`config.mk`:
```
export PLATFORM = sky130hd
export DESIGN_NAME = frame_streamer
export DESIGN_NICKNAME = d
export VERILOG_FILES = /design/src/rtl/frame_streamer_pkg.sv /design/src/rtl/stream_skid_fifo.sv /design/src/rtl/frame_streamer.sv
export SDC_FILE = /design/constraint.sdc
export NUM_CORES = 1
export LEC_CHECK = 0
export ABC_AREA = 1
export CAP_MARGIN = 20
export CORE_ASPECT_RATIO = 1.4
export CORE_UTILIZATION = 48
export CTS_CLUSTER_DIAMETER = 30
export DETAILED_ROUTE_END_ITERATION = 12
export GPL_TIMING_DRIVEN = 1
export PLACE_DENSITY = 0.76
export SYNTH_ARGS = -nofsm -noshare
export SYNTH_HDL_FRONTEND = slang
export SYNTH_SLANG_ARGS = --single-unit
```
`constraint.sdc`:
```
create_clock -name i_clk -period 2.25 [get_ports i_clk]
set_input_delay 0.45 -clock i_clk [delete_from_list [all_inputs] [get_ports i_clk]]
set_output_delay 0.45 -clock i_clk [all_outputs]
set_load 0.01 [all_outputs]
```
`src/rtl/frame_streamer_pkg.sv`:
```
// frame_streamer_pkg: shared dimensions, pixel typedefs and channel expansion.
package frame_streamer_pkg;

    localparam int unsigned H_PIXELS_DEF = 320;
    localparam int unsigned V_PIXELS_DEF = 240;
    localparam int unsigned ADDR_W_DEF   = 17;

    typedef struct packed {
        logic [3:0] r;
        logic [3:0] g;
        logic [3:0] b;
    } rgb444_t;

    typedef struct packed {
        logic [9:0] r;
        logic [9:0] g;
        logic [9:0] b;
    } rgb101010_t;

    // Replicate the nibble into the top 8 bits so full scale maps near full scale.
    function automatic logic [9:0] expand4to10(input logic [3:0] c);
        return {c, c, 2'b00};
    endfunction

    function automatic rgb101010_t expand_rgb(input rgb444_t p);
        rgb101010_t q;
        q.r = expand4to10(p.r);
        q.g = expand4to10(p.g);
        q.b = expand4to10(p.b);
        return q;
    endfunction

endpackage

```
`src/rtl/stream_skid_fifo.sv`:
```
// stream_skid_fifo: 2-entry FIFO with synchronous flush; push allowed when full if popping.
module stream_skid_fifo #(
    parameter int unsigned WIDTH = 32
) (
    input  logic             i_clk,
    input  logic             i_reset,
    input  logic             i_flush,
    input  logic             i_push,
    input  logic [WIDTH-1:0] i_data,
    input  logic             i_pop,
    output logic [WIDTH-1:0] o_data,
    output logic             o_full,
    output logic             o_empty
);

    logic [WIDTH-1:0] r_mem0;
    logic [WIDTH-1:0] r_mem1;
    logic             r_wr_ptr;
    logic             r_rd_ptr;
    logic [1:0]       r_count;
    logic             w_do_push;
    logic             w_do_pop;

    assign o_full    = (r_count == 2'd2);
    assign o_empty   = (r_count == 2'd0);
    assign w_do_pop  = i_pop & ~o_empty;
    assign w_do_push = i_push & (~o_full | w_do_pop);
    assign o_data    = r_rd_ptr ? r_mem1 : r_mem0;

    // Storage, pointers and occupancy; flush discards contents but keeps storage.
    always_ff @(posedge i_clk or posedge i_reset) begin
        if (i_reset) begin
            r_mem0   <= '0;
            r_mem1   <= '0;
            r_wr_ptr <= 1'b0;
            r_rd_ptr <= 1'b0;
            r_count  <= 2'd0;
        end else if (i_flush) begin
            r_wr_ptr <= 1'b0;
            r_rd_ptr <= 1'b0;
            r_count  <= 2'd0;
        end else begin
            if (w_do_push) begin
                if (r_wr_ptr) r_mem1 <= i_data;
                else          r_mem0 <= i_data;
                r_wr_ptr <= ~r_wr_ptr;
            end
            if (w_do_pop) begin
                r_rd_ptr <= ~r_rd_ptr;
            end
            r_count <= r_count + {1'b0, w_do_push} - {1'b0, w_do_pop};
        end
    end

endmodule

```
`src/rtl/frame_streamer.sv`:
```
// frame_streamer: scans the RGB444 frame buffer and emits RGB101010 Avalon-ST beats with
// sop/eop framing. Optional feature macro: FRAME_STREAMER_TEST_PATTERN_EN.
module frame_streamer
    import frame_streamer_pkg::*;
#(
    parameter int unsigned H_PIXELS = H_PIXELS_DEF,
    parameter int unsigned V_PIXELS = V_PIXELS_DEF,
    parameter int unsigned ADDR_W   = ADDR_W_DEF
) (
    input  logic              i_clk,
    input  logic              i_reset,
    input  logic              i_restart,
    input  logic              i_test_pattern,
    output logic [ADDR_W-1:0] o_rd_address,
    input  logic [11:0]       i_rd_data,
    output logic [29:0]       o_out_data,
    output logic              o_out_valid,
    input  logic              i_out_ready,
    output logic              o_out_sop,
    output logic              o_out_eop,
    output logic              o_frame_done
);

    localparam int unsigned COL_W  = (H_PIXELS > 1) ? $clog2(H_PIXELS) : 1;
    localparam int unsigned ROW_W  = (V_PIXELS > 1) ? $clog2(V_PIXELS) : 1;
    localparam int unsigned FIFO_W = $bits(rgb101010_t) + 2;
    localparam logic [COL_W-1:0]  COL_LAST  = COL_W'(H_PIXELS - 1);
    localparam logic [ROW_W-1:0]  ROW_LAST  = ROW_W'(V_PIXELS - 1);
    localparam logic [ADDR_W-1:0] ADDR_LAST = ADDR_W'(H_PIXELS * V_PIXELS - 1);

    logic [COL_W-1:0]  r_col;
    logic [ROW_W-1:0]  r_row;
    logic [ADDR_W-1:0] r_addr;
    logic              r_pipe_vld;
    logic              r_pipe_sop;
    logic              r_pipe_eop;
    logic [7:0]        r_pipe_col;
    logic [7:0]        r_pipe_row;
    logic              r_frame_done;

    logic              w_valid;
    logic              w_pop;
    logic              w_fifo_full;
    logic              w_fifo_empty;
    logic [1:0]        w_fifo_cnt;
    logic [2:0]        w_level;
    logic              w_issue;
    rgb444_t           w_pixel;
    logic [FIFO_W-1:0] w_push_word;
    logic [FIFO_W-1:0] w_head_word;

    assign w_valid = ~w_fifo_empty;
    assign w_pop   = w_valid & i_out_ready;

    // Occupancy counts the beat leaving this cycle so a ready sink sees one beat per cycle.
    assign w_fifo_cnt = w_fifo_full ? 2'd2 : (w_fifo_empty ? 2'd0 : 2'd1);
    assign w_level    = {1'b0, w_fifo_cnt} + {2'b00, r_pipe_vld} - {2'b00, w_pop};
    assign w_issue    = ~i_restart & (w_level < 3'd2);

    // Raster position and linear read address advance on each issued read.
    always_ff @(posedge i_clk or posedge i_reset) begin
        if (i_reset) begin
            r_col  <= '0;
            r_row  <= '0;
            r_addr <= '0;
        end else if (i_restart) begin
            r_col  <= '0;
            r_row  <= '0;
            r_addr <= '0;
        end else if (w_issue) begin
            if (r_col == COL_LAST) begin
                r_col <= '0;
                r_row <= (r_row == ROW_LAST) ? '0 : r_row + 1'b1;
            end else begin
                r_col <= r_col + 1'b1;
            end
            r_addr <= (r_addr == ADDR_LAST) ? '0 : r_addr + 1'b1;
        end
    end

    // Tags travel alongside the one-cycle RAM latency.
    always_ff @(posedge i_clk or posedge i_reset) begin
        if (i_reset) begin
            r_pipe_vld <= 1'b0;
            r_pipe_sop <= 1'b0;
            r_pipe_eop <= 1'b0;
            r_pipe_col <= '0;
            r_pipe_row <= '0;
        end else begin
            r_pipe_vld <= w_issue;
            r_pipe_sop <= (r_col == '0) && (r_row == '0);
            r_pipe_eop <= (r_col == COL_LAST) && (r_row == ROW_LAST);
            r_pipe_col <= 8'(r_col);
            r_pipe_row <= 8'(r_row);
        end
    end

`ifdef FRAME_STREAMER_TEST_PATTERN_EN
    // Pattern replaces buffer data at FIFO write; framing and reads are unaffected.
    always_comb begin
        w_pixel = i_rd_data;
        if (i_test_pattern) begin
            w_pixel.r = r_pipe_col[7:4];
            w_pixel.g = r_pipe_row[7:4];
            w_pixel.b = r_pipe_col[3:0] ^ r_pipe_row[3:0];
        end
    end
`else
    logic w_unused;
    assign w_unused = ^{i_test_pattern, r_pipe_col, r_pipe_row};

    // Buffer data only.
    always_comb begin
        w_pixel = i_rd_data;
    end
`endif

    assign w_push_word = {expand_rgb(w_pixel), r_pipe_sop, r_pipe_eop};

    stream_skid_fifo #(
        .WIDTH (FIFO_W)
    ) u_fifo (
        .i_clk   (i_clk),
        .i_reset (i_reset),
        .i_flush (i_restart),
        .i_push  (r_pipe_vld),
        .i_data  (w_push_word),
        .i_pop   (w_pop),
        .o_data  (w_head_word),
        .o_full  (w_fifo_full),
        .o_empty (w_fifo_empty)
    );

    // Pulse after the eop beat transfers, unless the frame is being aborted.
    always_ff @(posedge i_clk or posedge i_reset) begin
        if (i_reset) begin
            r_frame_done <= 1'b0;
        end else begin
            r_frame_done <= w_pop & w_head_word[0] & ~i_restart;
        end
    end

    // Head of FIFO drives the beat; outputs are zero while nothing is buffered.
    always_comb begin
        o_out_valid = w_valid;
        o_out_data  = '0;
        o_out_sop   = 1'b0;
        o_out_eop   = 1'b0;
        if (w_valid) begin
            o_out_data = w_head_word[FIFO_W-1:2];
            o_out_sop  = w_head_word[1];
            o_out_eop  = w_head_word[0];
        end
    end

    assign o_rd_address = r_addr;
    assign o_frame_done = r_frame_done;

endmodule

```
=== After elaboration in Yosys (flattened, before gate mapping) ===
Cells that the tools add are included.

* Bits in registers: 94
* Bits of input ports: 17
* Output and inout bits: 51
* Word-level logic and storage cells: 69

* Add/subtract/negate cells: 7
* Magnitude comparators: 1
* Eq/ne operators: 4
* Muxes and demuxes: 21
* Bitwise operators: 12
* Reductions and logical operators: 12

{| class="wikitable"
|+ Operators by type and width
! cell !! number
|-
| 17-bit two-way mux || 3
|-
| 32-bit two-way mux || 1
|-
| 8-bit two-way mux || 4
|-
| 30-bit two-way mux || 1
|-
| 9-bit two-way mux || 3
|-
| 17-bit by 1-bit adder with 17-bit output (second input constant) || 1
|-
| 17-bit equality test (second input constant) || 1
|-
| 9-bit by 1-bit adder with 9-bit output (second input constant) || 1
|-
| 9-bit equality test (second input constant) || 1
|-
| 9-bit logical NOT || 1
|-
| 8-bit by 1-bit adder with 8-bit output (second input constant) || 1
|-
| 8-bit equality test (second input constant) || 1
|-
| 8-bit logical NOT || 1
|-
| 2-bit nonzero test || 4
|-
| 1-bit two-way mux || 7
|-
| 1-bit bitwise AND || 6
|-
| 3-bit AND reduction || 2
|-
| 1-bit inverter || 5
|-
| 2-bit two-way mux || 2
|-
| 2-bit by 1-bit adder with 3-bit output || 1
|-
| 3-bit by 2-bit < comparator with 1-bit output (second input constant) || 1
|-
| 3-bit by 1-bit subtractor with 3-bit output || 1
|-
| 2-bit by 1-bit adder with 2-bit output || 1
|-
| 2-bit equality test (second input constant) || 1
|-
| 5 further kinds || 6
|}

=== Logic depth before layout (Yosys ltp) ===
Gate-level depths: netlist of the first run.

* Depth in word-level cells: 9
* Mapped depth: 12
* Mapped depth without buffers: 12

=== Cells and area by module ===
A second synthesis of the first run with hierarchy kept.

* Cell total of the unflattened synthesis: 809
* Area total of the unflattened synthesis: 6,007.0 um^2

{| class="wikitable"
|+ Modules (own cells, without submodules)
! module !! times used !! cells each !! area each (um^2)
|-
| stream_skid_fifo || 1 || 427 || 3,375.7
|-
| frame_streamer || 1 || 382 || 2,631.3
|}

=== Worst setup path after synthesis of the first run ===
Ideal clock, no wire load.

* Path type: register to register
* From: reg u_fifo.r_count[0]
* To: reg r_addr[0] (netlist: o_rd_address[0])
* Setup time: 0.128 ns
* Arrival time: 2.083 ns
* Slack: 0.039 ns
* Stages on the path, launching flop included: 13
* Buffers on the path: 1
* Clock period less this slack: 2.211 ns
* Cells stage by stage: dfrtp_1 > nor2_1 > nor2_1 > ha_1 > xor2_1 > ha_1 > inv_1 > nand2_2 > nand2_4 > clkinv_2 > buf_6 > nand2_1 > o21ai_1

* Cells in the longest elaborated chain, start to end: 8
* Elaborated cells between the ends (all ways): 11

{| class="wikitable"
|+ RTL lines
! item !! RTL line !! source
|-
| from (decl) || stream_skid_fifo.sv:20 || <nowiki>logic [1:0] r_count;</nowiki>
|-
| from (signal assigned) || stream_skid_fifo.sv:51 || <nowiki>r_count <= r_count + {1'b0, w_do_push} - {1'b0, w_do_pop};</nowiki>
|-
| 2-bit logical NOT || stream_skid_fifo.sv:25 || <nowiki>assign o_empty = (r_count == 2'd0);</nowiki>
|-
| 1-bit two-way mux || frame_streamer.sv:56 || <nowiki>assign w_fifo_cnt = w_fifo_full ? 2'd2 : (w_fifo_empty ? 2'd0 : 2'd1);</nowiki>
|-
| 2-bit two-way mux || frame_streamer.sv:56 ||
|-
| 2-bit by 1-bit adder with 3-bit output || frame_streamer.sv:57 || <nowiki>assign w_level = {1'b0, w_fifo_cnt} + {2'b00, r_pipe_vld} - {2'b00, w_pop};</nowiki>
|-
| 3-bit by 1-bit subtractor with 3-bit output * || frame_streamer.sv:57 ||
|-
| 3-bit by 2-bit < comparator with 1-bit output * || frame_streamer.sv:58 || <nowiki>assign w_issue = ~i_restart & (w_level < 3'd2);</nowiki>
|-
| 1-bit bitwise AND * || frame_streamer.sv:58 ||
|-
| 2-bit nonzero test (no line) * || -- ||
|-
| to (signal assigned) || frame_streamer.sv:77 || <nowiki>r_addr <= (r_addr == ADDR_LAST) ? '0 : r_addr + 1'b1;</nowiki>
|-
| to (decl) || frame_streamer.sv:33 || <nowiki>logic [ADDR_W-1:0] r_addr;</nowiki>
|}

Every way passes the cells marked *; elsewhere a longest branch is shown, timed or not.
A chain may end at the register's enable or synchronous reset.

=== Worst setup path in the final report of the first run ===
* From: reg u_fifo.r_count[0]
* To: out o_out_valid

* Cells in the longest elaborated chain, start to end: 2

{| class="wikitable"
|+ RTL lines
! item !! RTL line !! source
|-
| 2-bit logical NOT || stream_skid_fifo.sv:25 ||
|-
| 1-bit inverter || frame_streamer.sv:52 || <nowiki>assign w_valid = ~w_fifo_empty;</nowiki>
|-
| to (decl) || frame_streamer.sv:17 || <nowiki>output logic o_out_valid,</nowiki>
|}

Every way passes these cells.

==> results.env, run 1 <==
ANTENNA-DIODE-COUNT=0
WL_PER_CELL_MICRONS=12.74
GLOBAL_ROUTE.OVERFLOW_TOTAL=0
FINISH.CELL_COUNT_WITHOUT_FILLERS=703
COMB_POWER_SHARE_PCT=39.9
DRC=0
MAX_CLOCK_FREQ_MHz=470.0
CRITPATHMAXFANOUT=16
GRT_START_MAX_NET_PINS=71
IO_BUFFER_COUNT=60
FINALHOLDVIOLCOUNT=0
TOTAL_POWER_OF_THE_FINAL_LAYOUT_W=0.005436
ARRIVAL_NS=1.68
TIMING.HOLD.WORST.CLASS='reg2reg'
ROUTED_VIA_DENSITY=5.097
CORE_AREA_SQ_MM=0.008149
ROUTED_WL_MICRONS=8953
NUMBER_OF_ANTENNA_VIOLATIONS_AT_THE_FIRST_CHECK_IN_GLOBAL_ROUTING=0
INTPOWER_W=0.003514
TIMING.FINAL.MAX_SLEW_VIOLATIONS=0
PATH_CLASS='reg2out'
POST-PLACE-WS_NS=-0.2407
TIMING.CRITICAL_PATH.REQUIRED_NS=1.80
SYNTH_ENABLE_FLOP_CELLS=0
CLOCK_TREE.ROOT_CELL='sky130_fd_sc_hd__clkbuf_16'
WORSTSETUPENDPOINTTYPE='output pin'
FINAL_CORE_UTILIZATION_PCT=62.63
SYNTHDISTINCTLIBCELLS=34
DETAILED_PLACE_HPWL_MICRONS=6238
HTREEDEPTH=3
INITIAL_CELL_DENSITY_OF_THE_CORE_PCT=49.35
DIE_WIDTH_MICRONS=79.36
FIRST_PASS_GRT_WIRE_LENGTH_MICRONS=14900
NETSWITCHINGPOWER_W=0.001922
CLKTRANSATPATHREGS_NS=0.06
DRT_ITER0_MARKERS=199
CTS_TREE='built'
NUMBER_OF_SYNTHESIZED_REGISTER_BITS=70
CTS_NUM_SINKS=70
FIRST_GLOBAL_VIAS=3416
YS.FLOP_TYPE='sky130_fd_sc_hd__dfrtp_1'
POST_SYNTH.CELL_AREA_AVG_SQ_UM=7.517
LAYOUT_SETUP_WS_NS=0.1223
CTS_MADE_BUFFERS=9
INSERTION_DELAY_NS=0.33
SYNTH-ASYNC-RESET-RATIO_PCT=100.0
LAYOUT.NETS=622
CRIT_PATH_START_KIND='flip-flop'
POST-ROUTE-MIN-PERIOD_NS=2.128
P_SW_SHARE_PCT=35.36
POST_SYNTH_INSTANCE_AREA_SQ_MM=0.004021
ROUTE.VIAS.TOTAL=3583
GP_CONGESTION=0.8868
IR_WORST_VDD_uV=595.7
NETLIST_INSTANCES=535
GRT_USAGE_PCT=22.09
POWER.SEQUENTIAL.FRACTION_PCT=33.4
FINAL_LAYOUT_SIZE_SUFFIX_GT1_SHARE_PCT=10.98
POWER.LEAKAGE_nW=2.786
FINCLKSKEW_NS=0.007358
POST-ROUTE-PERIOD-UTIL_PCT=94.56
DIE_HEIGHT_MICRONS=110.3
NUMBER_OF_MAX_CAPACITANCE_VIOLATIONS_REPORTED=0
SYNTH-WARNING-COUNT=0
SYNTH-SEQ-AREA-SHARE_PCT=43.56
TIMING.FINAL.SETUP_VIOLATIONS=0
NUMBER_OF_TOP_LEVEL_PINS=68
FLOORPLAN.DIE_AREA_SQ_MM=0.008753
RESULT_OF_THE_RUN='finished, final reports clean'
FLOORPLAN.ROWS=39
DETAILEDROUTE.FIRSTPASSITERATIONCOUNT=4
DETAIL-ROUTE-ANTENNA-NETS=0
PLACED_CELLS_INCL_TAPS=686
SYNTHTOLAYOUTAREAGROWTH_PCT=26.91
CTS.PATH.MAX_BUFFERS=2
CLOCK_POWER_SHARE_PCT=26.7
POWER.DENSITY_CELL_AREA_mW_PER_MM2=1065
## synthesized netlist by cell type, types with 2 or more instances
master,number,area [sq um]
sky130_fd_sc_hd__a21oi_1,16,80.08
sky130_fd_sc_hd__and2_1,2,12.51
sky130_fd_sc_hd__buf_2,5,25.02
sky130_fd_sc_hd__buf_4,19,142.6
sky130_fd_sc_hd__buf_6,4,45.04
sky130_fd_sc_hd__clkbuf_2,2,10.01
sky130_fd_sc_hd__clkinv_2,2,10.01
sky130_fd_sc_hd__dfrtp_1,70,1752
sky130_fd_sc_hd__ha_1,9,112.6
sky130_fd_sc_hd__inv_1,61,229.0
sky130_fd_sc_hd__inv_2,3,11.26
sky130_fd_sc_hd__nand2_1,174,653.1
sky130_fd_sc_hd__nand2_2,10,62.56
sky130_fd_sc_hd__nand3_1,28,140.1
sky130_fd_sc_hd__nand4_1,7,43.79
sky130_fd_sc_hd__nor2_1,44,165.2
sky130_fd_sc_hd__nor2_2,2,12.51
sky130_fd_sc_hd__nor3_1,2,10.01
sky130_fd_sc_hd__nor4_1,2,12.51
sky130_fd_sc_hd__o21ai_0,13,65.06
sky130_fd_sc_hd__o21ai_1,26,130.1
sky130_fd_sc_hd__o21ai_2,10,87.58
sky130_fd_sc_hd__o21bai_1,3,22.52
sky130_fd_sc_hd__o22ai_1,3,18.77
sky130_fd_sc_hd__xnor2_1,3,26.28
sky130_fd_sc_hd__xor2_1,7,61.31
## path summary, 6_finish.rpt
kind / startpoint / to / slack (ns) / cells after the start
max in group asynchronous: i_reset / r_col[4] / 1.42 / 3
hold / removal: u_fifo.r_mem0[11] / u_fifo.r_mem0[11] / 0.49 / 2
hold reg to reg: u_fifo.r_mem0[11] / u_fifo.r_mem0[11] / 0.49 / 2
setup reg to reg: u_fifo.r_count[0] / r_col[5] / 0.24 / 13
min in group asynchronous: i_reset / o_rd_address[6] / 0.52 / 3
setup / recovery: u_fifo.r_count[0] / o_out_valid / 0.12 / 4
## timing repair
item                                    4_1_cts  5_1_grt
cloned                                        1        0
endpoints found under the setup margin       25       48
hold buffers                                  0        0
buffers inserted                              0        0
gates resized for setup                       6       30
## power by group through the flow
stage                     sequential, W  clock, W  combinational, W
after floorplan                 0.00179         0           0.00145
after global placement          0.00180         0           0.00214
after detailed placement        0.00182         0           0.00220
after CTS                       0.00181   0.00148           0.00221
after global routing            0.00186   0.00155           0.00240
final                           0.00182   0.00145           0.00217
## metrics by stage
| stage | area (sq um) | hold slack (ns) | TNS, ns |
|---|---|---|---|
| floorplan | 4040 | 0.4534 | 0 |
| global placement | 4697 | 0.4645 | -6.563 |
| detailed placement | 4697 | 0.4740 | -6.905 |
| CTS | 5025 | 0.4873 | -0.002873 |
| global route | 5104 | 0.5116 | -0.01213 |
| finish | 5104 | 0.4871 | 0 |
## flip-flops by register name, summed over array words and instances, names as in the netlist
name	count
o_rd_address	17
r_pipe_vld	1
r_pipe_sop	1
u_fifo.r_rd_ptr	1
r_row	8
u_fifo.r_mem1	14
u_fifo.r_mem0	14
u_fifo.r_wr_ptr	1
u_fifo.r_count	2
r_pipe_eop	1
o_frame_done	1
r_col	9
## placed cells by master (no fill, tap or decap), types with 3 or more instances in the layout
cell                              synthesis  layout
sky130_fd_sc_hd__nor2_2                   2       3
sky130_fd_sc_hd__dlymetal6s2s_1           0      24
sky130_fd_sc_hd__nand4_1                  7       7
sky130_fd_sc_hd__buf_4                   19      10
sky130_fd_sc_hd__xnor2_1                  3       3
sky130_fd_sc_hd__inv_1                   61      59
sky130_fd_sc_hd__o21ai_2                 10      10
sky130_fd_sc_hd__o22ai_1                  3       3
sky130_fd_sc_hd__clkbuf_8                 0       3
sky130_fd_sc_hd__clkdlybuf4s50_1          0      34
sky130_fd_sc_hd__inv_2                    3       4
sky130_fd_sc_hd__o21bai_1                 3       3
sky130_fd_sc_hd__a21oi_1                 16      16
sky130_fd_sc_hd__o21ai_0                 13      13
sky130_fd_sc_hd__nand3_1                 28      28
sky130_fd_sc_hd__dfrtp_1                 70      69
sky130_fd_sc_hd__ha_1                     9       9
sky130_fd_sc_hd__conb_1                   1       6
sky130_fd_sc_hd__xor2_1                   7       7
sky130_fd_sc_hd__clkbuf_16                0       9
sky130_fd_sc_hd__nor2_1                  44      43
sky130_fd_sc_hd__nand2_1                174     174
sky130_fd_sc_hd__nand2_2                 10       9
sky130_fd_sc_hd__buf_12                   0       4
sky130_fd_sc_hd__o21ai_1                 26      26
## layer usage
metal  GRT usage (%)  part of all wire [%]
met5               0                     0
met4           9.610                   2.3
met3           4.691                   4.2
met2           40.33                    51
met1           24.57                    42
## area by class of cell
type                    count  area [sq um]
repair buffers             76         839.6
multi-input cells         372          1808
flip-flops and latches     70          1753
clock buffers              14         274.0
clock inverters             2         38.79
repair inverters            1         7.507
fillers                   677          3045
well taps                 102         127.6
inverters                  66         255.2
## cell families (layout without fill, tap and decap cells)
kind of cell	Yosys count	count (layout)	share of synthesized area (%)
other	1	6	0.09325
adder cells (fa/ha/maj)	9	9	2.800
flip-flops	70	70	43.56
multiplexers	1	1	0.2489
AO/OA/AOI/OAI	71	71	10.05
XOR/XNOR	10	10	2.178
buffers and inverters	98	159	12.23
AND/OR/NAND/NOR	275	275	28.84
## critical path, stage by stage (launching register included)
cell,delay (ns)
sky130_fd_sc_hd__dfrtp_1,0.39
sky130_fd_sc_hd__nor2_1,0.18
sky130_fd_sc_hd__buf_4,0.25
sky130_fd_sc_hd__inv_1,0.05
sky130_fd_sc_hd__clkdlybuf4s50_1,0.47
Note: power is estimated with default switching activity, not from simulation.
==> run 2, diff against run 1 <==
PLACE_DENSITY = 0.78   (was 0.76)
SKIP_LAST_GASP = 1   (was default)
==> run 2 against run 1 <==
Cell count grew 0.14%. Clock skew fell by 0.0022 ns. First-iteration DRC count grew 2.0%. Die area stayed put. Combinational power is essentially flat. Fmax is 4.3% lower. Clock-buffer cell count is 3 lower. Setup slack worse by 0.097 ns. Clock power up 5%. Sequential share of layout area increased by 0.051 points. Power up 1.3%. Largest power group unchanged.
==> results.env, run 2 (same netlist as run 1, synthesis figures left out) <==
INTPOWER_W=0.003558  # +1.3%
HTREEDEPTH=3  # unchanged
CRITICAL_PATH_BUF_INV_COUNT=2  # -1
ANTENNA-DIODE-COUNT=0  # unchanged
MIN_PATH_CELLS=2  # unchanged
NUMBER_OF_TOP_LEVEL_PINS=68  # unchanged
DETAILEDROUTE.FIRSTPASSITERATIONCOUNT=4  # unchanged
P_SW_SHARE_PCT=35.38  # about the same
TOTAL_POWER_OF_THE_FINAL_LAYOUT_W=0.005506  # +1.3%
CRITPATHMAXFANOUT=16  # unchanged
FLOORPLAN.ROWS=39  # unchanged
NUMBER_OF_ANTENNA_VIOLATIONS_AT_THE_FIRST_CHECK_IN_GLOBAL_ROUTING=0  # unchanged
CLOCK_POWER_SHARE_PCT=27.6  # +0.9 points
LARGEST_REGISTER_FF_COUNT=17  # unchanged
DIE_WIDTH_MICRONS=79.36  # unchanged
DETAILED_PLACE_HPWL_MICRONS=6103  # -2.2%
CLOCK_TREE.ROOT_CELL='sky130_fd_sc_hd__clkbuf_16'
CTS_NUM_SINKS=70  # unchanged
WL_PER_CELL_MICRONS=12.68  # -0.45%
GRT_USAGE_PCT=22.21  # +0.12 points
FILL_CELL_COUNT=701  # +3.5%
FINAL_COMMON_CELL='sky130_fd_sc_hd__nand2_1'
ROUTE.VIAS.TOTAL=3546  # -1.0%
ROUTED_VIA_DENSITY=5.037  # -1.2%
POST-PLACE-WS_NS=-0.2735  # -0.03280 ns
LOGIC_DEPTH_OF_THE_WORST_PATH_BUFFERS_INCLUDED=4  # unchanged
LAYOUT_SETUP_WS_NS=0.02564  # -0.09665 ns
IO_BUFFER_COUNT=60  # unchanged
ROUTED_WL_MICRONS=8925  # -0.31%
POST-ROUTE-PERIOD-UTIL_PCT=98.86  # +4.3 points
CRIT_SLOWEST_CELL='sky130_fd_sc_hd__clkdlybuf4s50_1'
POWER.LEAKAGE_nW=2.732  # -1.9%
LAYOUT.NETS=623  # +0.16%
CTS.PATH.MAX_BUFFERS=2  # unchanged
TIMING.REG2REG.WORST_PATH_DEPTH=13  # unchanged
CTS_MADE_BUFFERS=9  # unchanged
TIMING.RR.END='r_col[5]'
HOLD_SLACK_NS=0.4851  # -0.002046 ns
ARRIVAL_NS=1.77  # +0.09 ns
FIRST_PASS_GRT_WIRE_LENGTH_MICRONS=14940  # +0.23%
DRC=0  # unchanged
INSERTION_DELAY_NS=0.33  # about the same
TIMING.HOLD.WORST.CLASS='reg2reg'
WORST_HOLD_LAUNCH='u_fifo.r_mem0[29]'
DRT_ITER0_MARKERS=203  # +2.0%
FINALHOLDVIOLCOUNT=0  # unchanged
MULTIINPUTGATEAREA_SQ_MM=0.001808  # unchanged
MOST-COMMON-LAYOUT-CELLS='sky130_fd_sc_hd__nand2_1 (174), sky130_fd_sc_hd__dfrtp_1 (69), sky130_fd_sc_hd__inv_1 (59)'
FLOORPLAN.DIE_AREA_SQ_MM=0.008753  # unchanged
CORE_AREA_SQ_MM=0.008149  # unchanged
POST-ROUTE-MIN-PERIOD_NS=2.224  # +0.09665 ns
TIMING.CRITICAL_PATH.REQUIRED_NS=1.80  # about the same
WORSTSETUPENDPOINTTYPE='output pin'
TIMING.CRITICAL_PATH.MAX_DELAY_FAMILY='buffers and inverters'
POWER.SEQUENTIAL.FRACTION_PCT=33.1  # -0.3 points
POWER.DENSITY_CELL_AREA_mW_PER_MM2=1080  # +1.4%
CRIT_PATH_START_KIND='flip-flop'
NETSWITCHINGPOWER_W=0.001948  # +1.3%
GLOBAL_ROUTE.OVERFLOW_TOTAL=0  # unchanged
INITIAL_CELL_DENSITY_OF_THE_CORE_PCT=49.35  # unchanged
FIRST_GLOBAL_VIAS=3454  # +1.1%
CRIT_PATH_CELL_TRACE='buf_8, nand2_1, a21oi_1, clkdlybuf4s50_1'
PATH_CLASS='reg2out'
RSZ_0062_RAISED_AFTER_GLOBAL_ROUTING='yes'
FF_LATCH_AREA_SQ_MM=0.001753  # unchanged
IR_WORST_VDD_uV=679.9  # +14%
RESULT_OF_THE_RUN='finished, final reports clean'
DETAIL-ROUTE-ANTENNA-NETS=0  # unchanged
SYNTHTOLAYOUTAREAGROWTH_PCT=26.73
COMB_POWER_SHARE_PCT=39.4  # -0.5 points
CTS_TREE='built'
MAX_CLOCK_FREQ_MHz=449.6  # -4.3%
GP_CONGESTION=0.8949  # +0.91%
WORST_R2R_STARTPOINT='u_fifo.r_count[1]'
FINCLKSKEW_NS=0.005122  # -0.002236 ns
RRSETUPSLACK_NS=0.24  # about the same
WHS_ENDPOINT='u_fifo.r_mem0[29]'
CLKTRANSATPATHREGS_NS=0.05  # about the same
FINAL_LAYOUT_SIZE_SUFFIX_GT1_SHARE_PCT=11.63  # +0.65 points
CRITPATHMAXSTAGEDELAY_NS=0.57  # +0.10 ns
DIE_HEIGHT_MICRONS=110.3  # unchanged
GRT_START_MAX_NET_PINS=71  # unchanged
TIMING.FINAL.MAX_SLEW_VIOLATIONS=0  # unchanged
NUMBER_OF_MAX_CAPACITANCE_VIOLATIONS_REPORTED=0  # unchanged
TIMING.FINAL.SETUP_VIOLATIONS=0  # unchanged
run 2: cell types whose count changed in the layout (fill, tap and decap cells not counted), sizes merged:
cell | previous run | this run
clkdlybuf4s50 | 34 | 38
clkbuf | 14 | 11
dlymetal6s2s | 24 | 21
clkinv | 2 | 4
buf | 16 | 17
bufinv | 1 | 2
dlygate4sd2 | 2 | 1
run 2: worst max path at each step:
stage	from	to	slack (ns)
2_1_floorplan	i_reset	o_frame_done	0.03
3_5_place_dp	i_out_ready	o_rd_address[10]	-0.27
3_3_place_gp	i_out_ready	o_rd_address[10]	-0.22
5_1_grt	u_fifo.r_rd_ptr	o_out_data[29]	-0.06
4_1_cts	u_fifo.r_rd_ptr	o_out_data[12]	0.001
6_report	u_fifo.r_rd_ptr	o_out_data[29]	0.03
run 2: power by group through the flow:
| stage | combinational [W] | clock (W) | sequential (W) |
|---|---|---|---|
| 6_report | 0.00217 | 0.00152 | 0.00182 |
| 3_3_place_gp | 0.00207 | 0 | 0.00180 |
| 3_5_place_dp | 0.00213 | 0 | 0.00182 |
| 2_1_floorplan | 0.00145 | 0 | 0.00179 |
| 5_1_grt | 0.00242 | 0.00160 | 0.00186 |
| 4_1_cts | 0.00215 | 0.00155 | 0.00181 |
run 2: area by class of cell:
type	count	area share, %
inverters	66	5.009
clock inverters	5	1.620
repair buffers	77	16.08
multi-input cells	372	35.48
flip-flops and latches	70	34.40
well taps	102	2.504
repair inverters	1	0.1473
clock buffers	11	4.763
run 2: what timing repair did:
action,in CTS,in global routing
gates resized for setup,4,31
endpoints found under the setup margin,25,51
hold buffers,0,0
cloned,1,1
hold endpoints to repair,0,0
buffers inserted,0,1
run 2: layer usage:
metal	wire, microns	GRT usage (%)	up-vias	share of wire [%]
li1	-	-	1778	-
met1	3525	24.73	1640	39
met2	4781	40.21	113	54
met3	451	4.362	15	5.1
met4	166	10.91	0	1.9
met5	0	0	-	0
run 2: tightest hold or removal path: stages (launching register included):
cell and delay, ns:
sky130_fd_sc_hd__dfrtp_1 0.34, sky130_fd_sc_hd__nand2_1 0.07, sky130_fd_sc_hd__o21ai_2 0.05
run 2: through the flow:
stage                     cells  util (%)  cell area (sq um)  setup TNS (ns)
after global routing        704     62.54               5096         -0.1278
final                       704     62.54               5096               0
after detailed placement    685     57.24               4664          -6.754
after CTS                   702     61.38               5002               0
after global placement      685     57.24               4664          -6.054
after floorplan             540         -               4040               0
